<file path="src/rtl/demux_scheduler.sv">
// Serial-to-demux scheduler: routes accepted serial bits onto a 1-to-4 demux,
// dwelling on each enabled channel for dwell+1 bits per frame.
module demux_scheduler #(
  parameter int DWELL_W = 4
) (
  input  logic               clk,
  input  logic               rst_n,
  input  logic [3:0]         ch_en,
  input  logic [DWELL_W-1:0] dwell,
  input  logic               in_valid,
  input  logic               in_data,
  output logic               in_ready,
  output logic               i,
  output logic [1:0]         s,
  output logic               out_valid,
  output logic               frame_done
);

  // Handshake: a bit transfers on any cycle where in_valid && in_ready;
  // in_ready depends only on state, never on in_valid.
  typedef enum logic {IDLE = 1'b0, RUN = 1'b1} state_t;

  state_t             state;
  logic [3:0]         mask_q;
  logic [DWELL_W-1:0] dwell_q;
  logic [DWELL_W-1:0] cnt;
  logic [1:0]         cur_ch;
  logic               accept;
  logic               last_bit;
  logic [2:0]         nxt;
  logic               wrap;

  function automatic logic [1:0] lowest(input logic [3:0] m);
    lowest = 2'd0;
    for (int k = 3; k >= 0; k--)
      if (m[k]) lowest = 2'(k);
  endfunction

  // {found, channel} of the nearest enabled channel above c
  function automatic logic [2:0] next_higher(input logic [3:0] m, input logic [1:0] c);
    next_higher = 3'b000;
    for (int k = 3; k >= 0; k--)
      if (m[k] && (k > int'(c))) next_higher = {1'b1, 2'(k)};
  endfunction

  assign in_ready = (state == RUN);
  assign accept   = in_valid && in_ready;
  assign last_bit = (cnt == dwell_q);
  assign nxt      = next_higher(mask_q, cur_ch);
  assign wrap     = accept && last_bit && !nxt[2];

  always_ff @(posedge clk or negedge rst_n) begin
    if (!rst_n) begin
      state      <= IDLE;
      i          <= 1'b0;
      s          <= 2'b00;
      out_valid  <= 1'b0;
      frame_done <= 1'b0;
      cnt        <= '0;
      cur_ch     <= 2'd0;
      mask_q     <= 4'd0;
      dwell_q    <= '0;
    end else begin
      out_valid  <= accept;
      i          <= accept & in_data;
      frame_done <= wrap;
      if (accept) s <= cur_ch;

      case (state)
        IDLE: begin
          if (ch_en != 4'd0) begin
            state   <= RUN;
            mask_q  <= ch_en;
            dwell_q <= dwell;
            cur_ch  <= lowest(ch_en);
            cnt     <= '0;
          end
        end
        RUN: begin
          if (accept) begin
            if (!last_bit) begin
              cnt <= cnt + 1'b1;
            end else begin
              cnt <= '0;
              if (nxt[2]) begin
                cur_ch <= nxt[1:0];
              end else if (ch_en != 4'd0) begin
                // frame boundary: pick up any new mask/dwell without a bubble
                mask_q  <= ch_en;
                dwell_q <= dwell;
                cur_ch  <= lowest(ch_en);
              end else begin
                state  <= IDLE;
                cur_ch <= 2'd0;
              end
            end
          end
        end
        default: state <= IDLE;
      endcase
    end
  end

endmodule

</file>
<file path="config.mk">
export PLATFORM = sky130hd
export DESIGN_NAME = demux_scheduler
export DESIGN_NICKNAME = d
export VERILOG_FILES = /design/src/rtl/demux_scheduler.sv
export SDC_FILE = /design/constraint.sdc
export NUM_CORES = 1
export LEC_CHECK = 0
export ABC_AREA = 1
export BUFFER_PORTS_ARGS = -buffer_cell sky130_fd_sc_hd__buf_2
export CAP_MARGIN = 20
export CORE_MARGIN = 4
export CORE_UTILIZATION = 45
export DETAILED_ROUTE_END_ITERATION = 8
export HOLD_SLACK_MARGIN = 0.15
export MAX_ROUTING_LAYER = met4
export PLACE_DENSITY = 0.64
export SYNTH_ARGS = -nofsm -noshare
export SYNTH_HDL_FRONTEND = slang
export SYNTH_SLANG_ARGS = --single-unit
</file>
<file path="constraint.sdc">
create_clock -name clk -period 1.8 [get_ports clk]
set_clock_uncertainty 0.15 [all_clocks]
set_input_delay 0.18 -clock clk [delete_from_list [all_inputs] [get_ports clk]]
set_output_delay 0.18 -clock clk [all_outputs]
set_load 0.005 [all_outputs]
</file>
* After elaboration in Yosys (flattened, before gate mapping)
Index checks and enable logic that the tools add are counted.
** Storage, ports and cells
- Register bits :: 20
- Output and inout port bits :: 6
** Cells by class
- $add $sub $neg :: 1
- Magnitude comparators :: 3
- Equal/unequal tests :: 5
- Mux-type cells :: 32
- Bitwise logic cells :: 2
- Reductions and logical operators :: 11
** Operators by type and width (count)
- $mux W4 :: 11
- $pmux W4 S2 :: 3
- $mux W2 :: 9
- $mux W3 :: 3
- $logic_and A1 B1 Y1 :: 6
- $reduce_and A3 Y1 :: 2
- $add A4 B1 Y4 const B :: 1
- $eq A4 B4 Y1 :: 1
- $gt A2 B2 Y1 const A :: 2
- $mux W1 :: 4
- $ne A2 B1 Y1 const B :: 2
- $ne A2 B2 Y1 const B :: 2
- $pmux W2 S2 :: 1
- $reduce_bool A4 Y1 :: 1
- $gt A1 B2 Y1 const A :: 1
- $pmux W1 S2 :: 1
- $reduce_and A2 Y1 :: 1
- $and A1 B1 Y1 :: 1
- $logic_not A1 Y1 :: 1
- $not A1 Y1 :: 1

* Depth between registers and ports, before layout
- Depth after elaboration :: 9
- Mapped depth :: 10
- Depth with buffers taken out :: 10

* Worst setup path before layout
Ideal clock, no wire load.
- Kind :: reg2reg
- From :: register cnt[1]
- To :: register dwell_q[0]
- Library setup time :: 0.119 ns
- Data arrival time :: 1.030 ns
- Required time :: 1.531 ns
- Slack :: 0.501 ns
- Stages on the path, launching flop included :: 8
- Cell sequence :: dfrtp_1 > inv_1 > nand2_1 > nand2_1 > nor2_2 > nand4_1 > nand3_1 > nand2_1
** Between the ends
- Longest elaborated chain between the ends :: 3
** RTL lines
- from (decl) :: line 26 : logic [DWELL_W-1:0] cnt;
- from (signal assigned) :: line 82 : cnt <= cnt + 1'b1;
- $eq A4 B4 Y1 :: line 48 : assign last_bit = (cnt == dwell_q);
- $ne A2 B1 Y1 (no line)
- $reduce_and A3 Y1 (no line)
- to (signal assigned) :: line 74 : dwell_q <= dwell;
- to (signal assigned) :: line 90 : dwell_q <= dwell;
- to (decl) :: line 25 : logic [DWELL_W-1:0] dwell_q;
Every way passes these cells.
A chain may end at the register's enable or synchronous reset.

* Final worst setup path
- From :: input port ch_en[1]
- To :: register state (netlist: in_ready)
** Between the ends
- Longest elaborated chain between the ends :: 6
** RTL lines
- from (decl) :: line 8 : input logic [3:0] ch_en,
- $reduce_bool A4 Y1 (*) :: line 71, 87
- $mux W1 (*) :: line 71, 87
- $mux W1 :: line 85 : if (nxt[2]) begin
- $mux W1 :: line 81 : if (!last_bit) begin
- $mux W1 :: line 80 : if (accept) begin
- $pmux W1 S2 (*) :: line 69 : case (state)
- to (signal assigned) :: line 72 : state <= RUN;
- to (signal assigned) :: line 93 : state <= IDLE;
- to (signal assigned) :: line 99 : default: state <= IDLE;
- to (decl) :: line 23 : state_t state;
Mark *: on every way between the ends. The rest lies on a longest branch, timed or not.

==> results.yml <==
status:
  run_status: "complete, no violations"
drt:
  routed_wl_um: 2191
  vias_cell: 5.011
  via_count: 937
  drtIter0Drc: 10
  drtPass1Iterations: 4
  drc_errors: 0
  routed_wire_length_per_instance_um: 11.72
  route.antenna.remaining_nets: 0
power:
  fraction_of_power_consumed_by_sequential_logic: 0.430
  power.density_nw_per_um2: 1290
  p_int_uw: 926.9
  combPwrFrac: 0.434
  pwr-share-clk: 0.137
  netSwitchingFraction: 0.4332
  power_switching_uw: 708.4
  vdd_ir_drop_max_uv: 614.3
  static-leakage-power_nw: 0.6899
sta:
  post-route-worst-setup-slack_ns: 0.1579
  remaining_max_slew_budget_at_the_tightest_pin: 0.6549
  timing_max_transition_violations_final: 0
  layout_worst_path_cycle_share: 0.9123
  period_needed_ns: 1.642
  maxClockFrequency_mhz: 609.0
  setup-violations-final: 0
  unrepaired_setup_endpoints_after_global_routing: "false"
  timing_worst_slew_pin_value_ns: 0.5142
  fin_tns_setup_ns: 0
  finalHoldViolations: 0
grt:
  first_global_vias: 870
  antenna_violations_before_repair: 0
  global_route.usage.total: 0.1776
  grt_start_max_net_pins: 20
  grt_overflow: 0
  wire_length_of_the_first_global_routing_pass_um: 3760
finish:
  nets: 174
  diodes: 0
  layout_commonest_cell: "nand2_1"
  layout-drive-gt1-share: 0.2000
  finalNonFillerCells: 187
  area_delta_synth_final_pct: 27.74
  mostFrequentLayoutCells: "nand2_1 (39), dfrtp_1 (19), buf_2 (17)"
synth:
  syn_inst: 126
  ys_seq_area_frac: 0.4792
  syn_avg_cell_area_sq_um: 7.875
  flops_latches_synth: 19
  synth_cell_types: 17
  synth_warnings: 0
  synthDominantCellAreaShare: 0.4792
  synth_top_cell_by_area: "dfrtp_1"
  synthesis.area_sq_um: 992.2
  synth_fp_nets: 139
  synth_top_cells_by_area: "dfrtp_1 (48%), nand2_1 (15%), nand3_1 (6.1%), nand4_1 (5.7%), inv_1 (4.5%)"
floorplanning:
  die_w_um: 54.96
  floorplan.die_area_sq_um: 3020
  core_area_sq_um: 2022
  initial_utilization: 0.4907
  die_h_um: 54.96
  ioPinCount: 18
  rows: 16
clock_network:
  worst_setup_hold_path_clk_slew_ns: 0.11
  cts.hold.buffers_added: 13
  clock_tree_from_tritoncts: "built"
  post-cts-setup-buffer-count: 0
  numCtsBuffers: 3
  clk-insertion-delay-late_ns: 0.30
  h_tree_depth: 1
  clk_path_buf_depth: 2
  cts_num_sinks: 19
  buffer_type_at_the_clock_tree_root: "clkbuf_4"
  cts_repair_resized_insts: 0
placed_design:
  post-place-ws_ns: 0.3163
  place_inst: 170
  globalplace.congestion: 0.8005
  port_buffers: 17
  place.detailed.hpwl_um: 1582
critical_path:
  cp.required_ns: 1.84
  timing.rr.start: "in_ready$_DFF_PN0_"
  crit_family: "buffers and inverters"
  timing.critical_path.from_type: "primary input"
  path_max_fanout: 4
  regToRegSetupSlack_ns: 0.18
  setup.worst_path.start: "ch_en[1]"
  critical_path.n_buffers_inverters: 3
  cp_data_arrival_time_ns: 1.68
  cp_cell_sequence: "dlygate4sd3_1, buf_2, nor2_1, dlygate4sd3_1, nand3_1"
  timing.critical_path.mode_cell: "dlygate4sd3_1"
  timing_worst_setup_path_type: "in -> reg"
  worst_path_largest_cell_delay_ns: 0.58
  worst_setup_path_end_kind: "flip-flop"
  crit_slowest_cell: "dlygate4sd3_1"
run:
  maxCapViolCount: 0
worst_hold_path:
  min_path_type: "in -> async"
==> worst paths after layout <==
check                           depth (start not counted)                    end
worst min-delay path                                    2            i$_DFF_PN0_
max in group asynchronous                               2  cur_ch[1]$_DFFE_PN0P_
worst max register to register                          3            i$_DFF_PN0_
worst min register to register                          2       s[0]$_DFFE_PN0P_
worst max-delay path                                    5     in_ready$_DFF_PN0_
min in group clk                                        2       s[0]$_DFFE_PN0P_
==> power groups by stage <==
stage               Combinational (mW)  Clock [mW]  Sequential (mW)
detailed placement               0.690           0            0.709
global route                     0.820       0.251            0.715
finish                           0.709       0.224            0.703
floorplan                        0.533           0            0.675
global placement                 0.681           0            0.705
CTS                              0.714       0.224            0.700
==> synthesized netlist by cell type <==
cell / count
nand2_1: 39
o21ai_1: 2
nor2_1: 8
ha_1: 1
dfrtp_1: 19
nand4_1: 9
nand3_1: 12
nand2_2: 2
o21a_1: 1
inv_1: 12
nand2_4: 4
o22ai_1: 1
o21ai_0: 6
nor2_2: 2
inv_2: 4
xor2_1: 2
a21oi_1: 2
==> registers in the layout, indices dropped and copies added (netlist names) <==
name,cells
i,1
cnt,4
in_ready,1
s,2
dwell_q,4
cur_ch,2
frame_done,1
out_valid,1
mask_q,3
==> metal layers <==
metal,track usage,part of all wire,vias to the layer above
met2,0.2795,0.46,18
met1,0.2309,0.49,437
met4,0.06073,0.0087,0
met5,-,0,-
li1,-,-,480
met3,0.03217,0.042,2
==> stage by stage <==
| step | total power [mW] | cell area, sq um | hold WS, ns | util |
|---|---|---|---|---|
| floorplan | 1.208 | 992.2 | -0.2656 | - |
| global placement | 1.386 | 1111 | -0.009343 | 0.5495 |
| detailed placement | 1.399 | 1111 | -0.005510 | 0.5495 |
| CTS | 1.638 | 1267 | 0.2025 | 0.6269 |
| global route | 1.786 | 1267 | 0.2134 | 0.6269 |
| finish | 1.635 | 1267 | 0.1841 | 0.6269 |
==> logic make-up after synthesis <==
group | synth area share
XOR/XNOR | 0.01766
AND/OR/NAND/NOR | 0.3657
AO/OA/AOI/OAI | 0.06432
adder cells (fa/ha/maj) | 0.01261
flip-flops | 0.4792
buffers and inverters | 0.06052
==> layout make-up <==
type                       count  area (sq um)
timing repair buffer          30         215.2
tap                           27         33.78
fill                         190         754.5
sequential                    19         475.5
multi-input combinational     91         456.7
inverter                      16         60.06
clock buffer                   4         26.28
No activity file was read; power rests on OpenSTA's default activity.
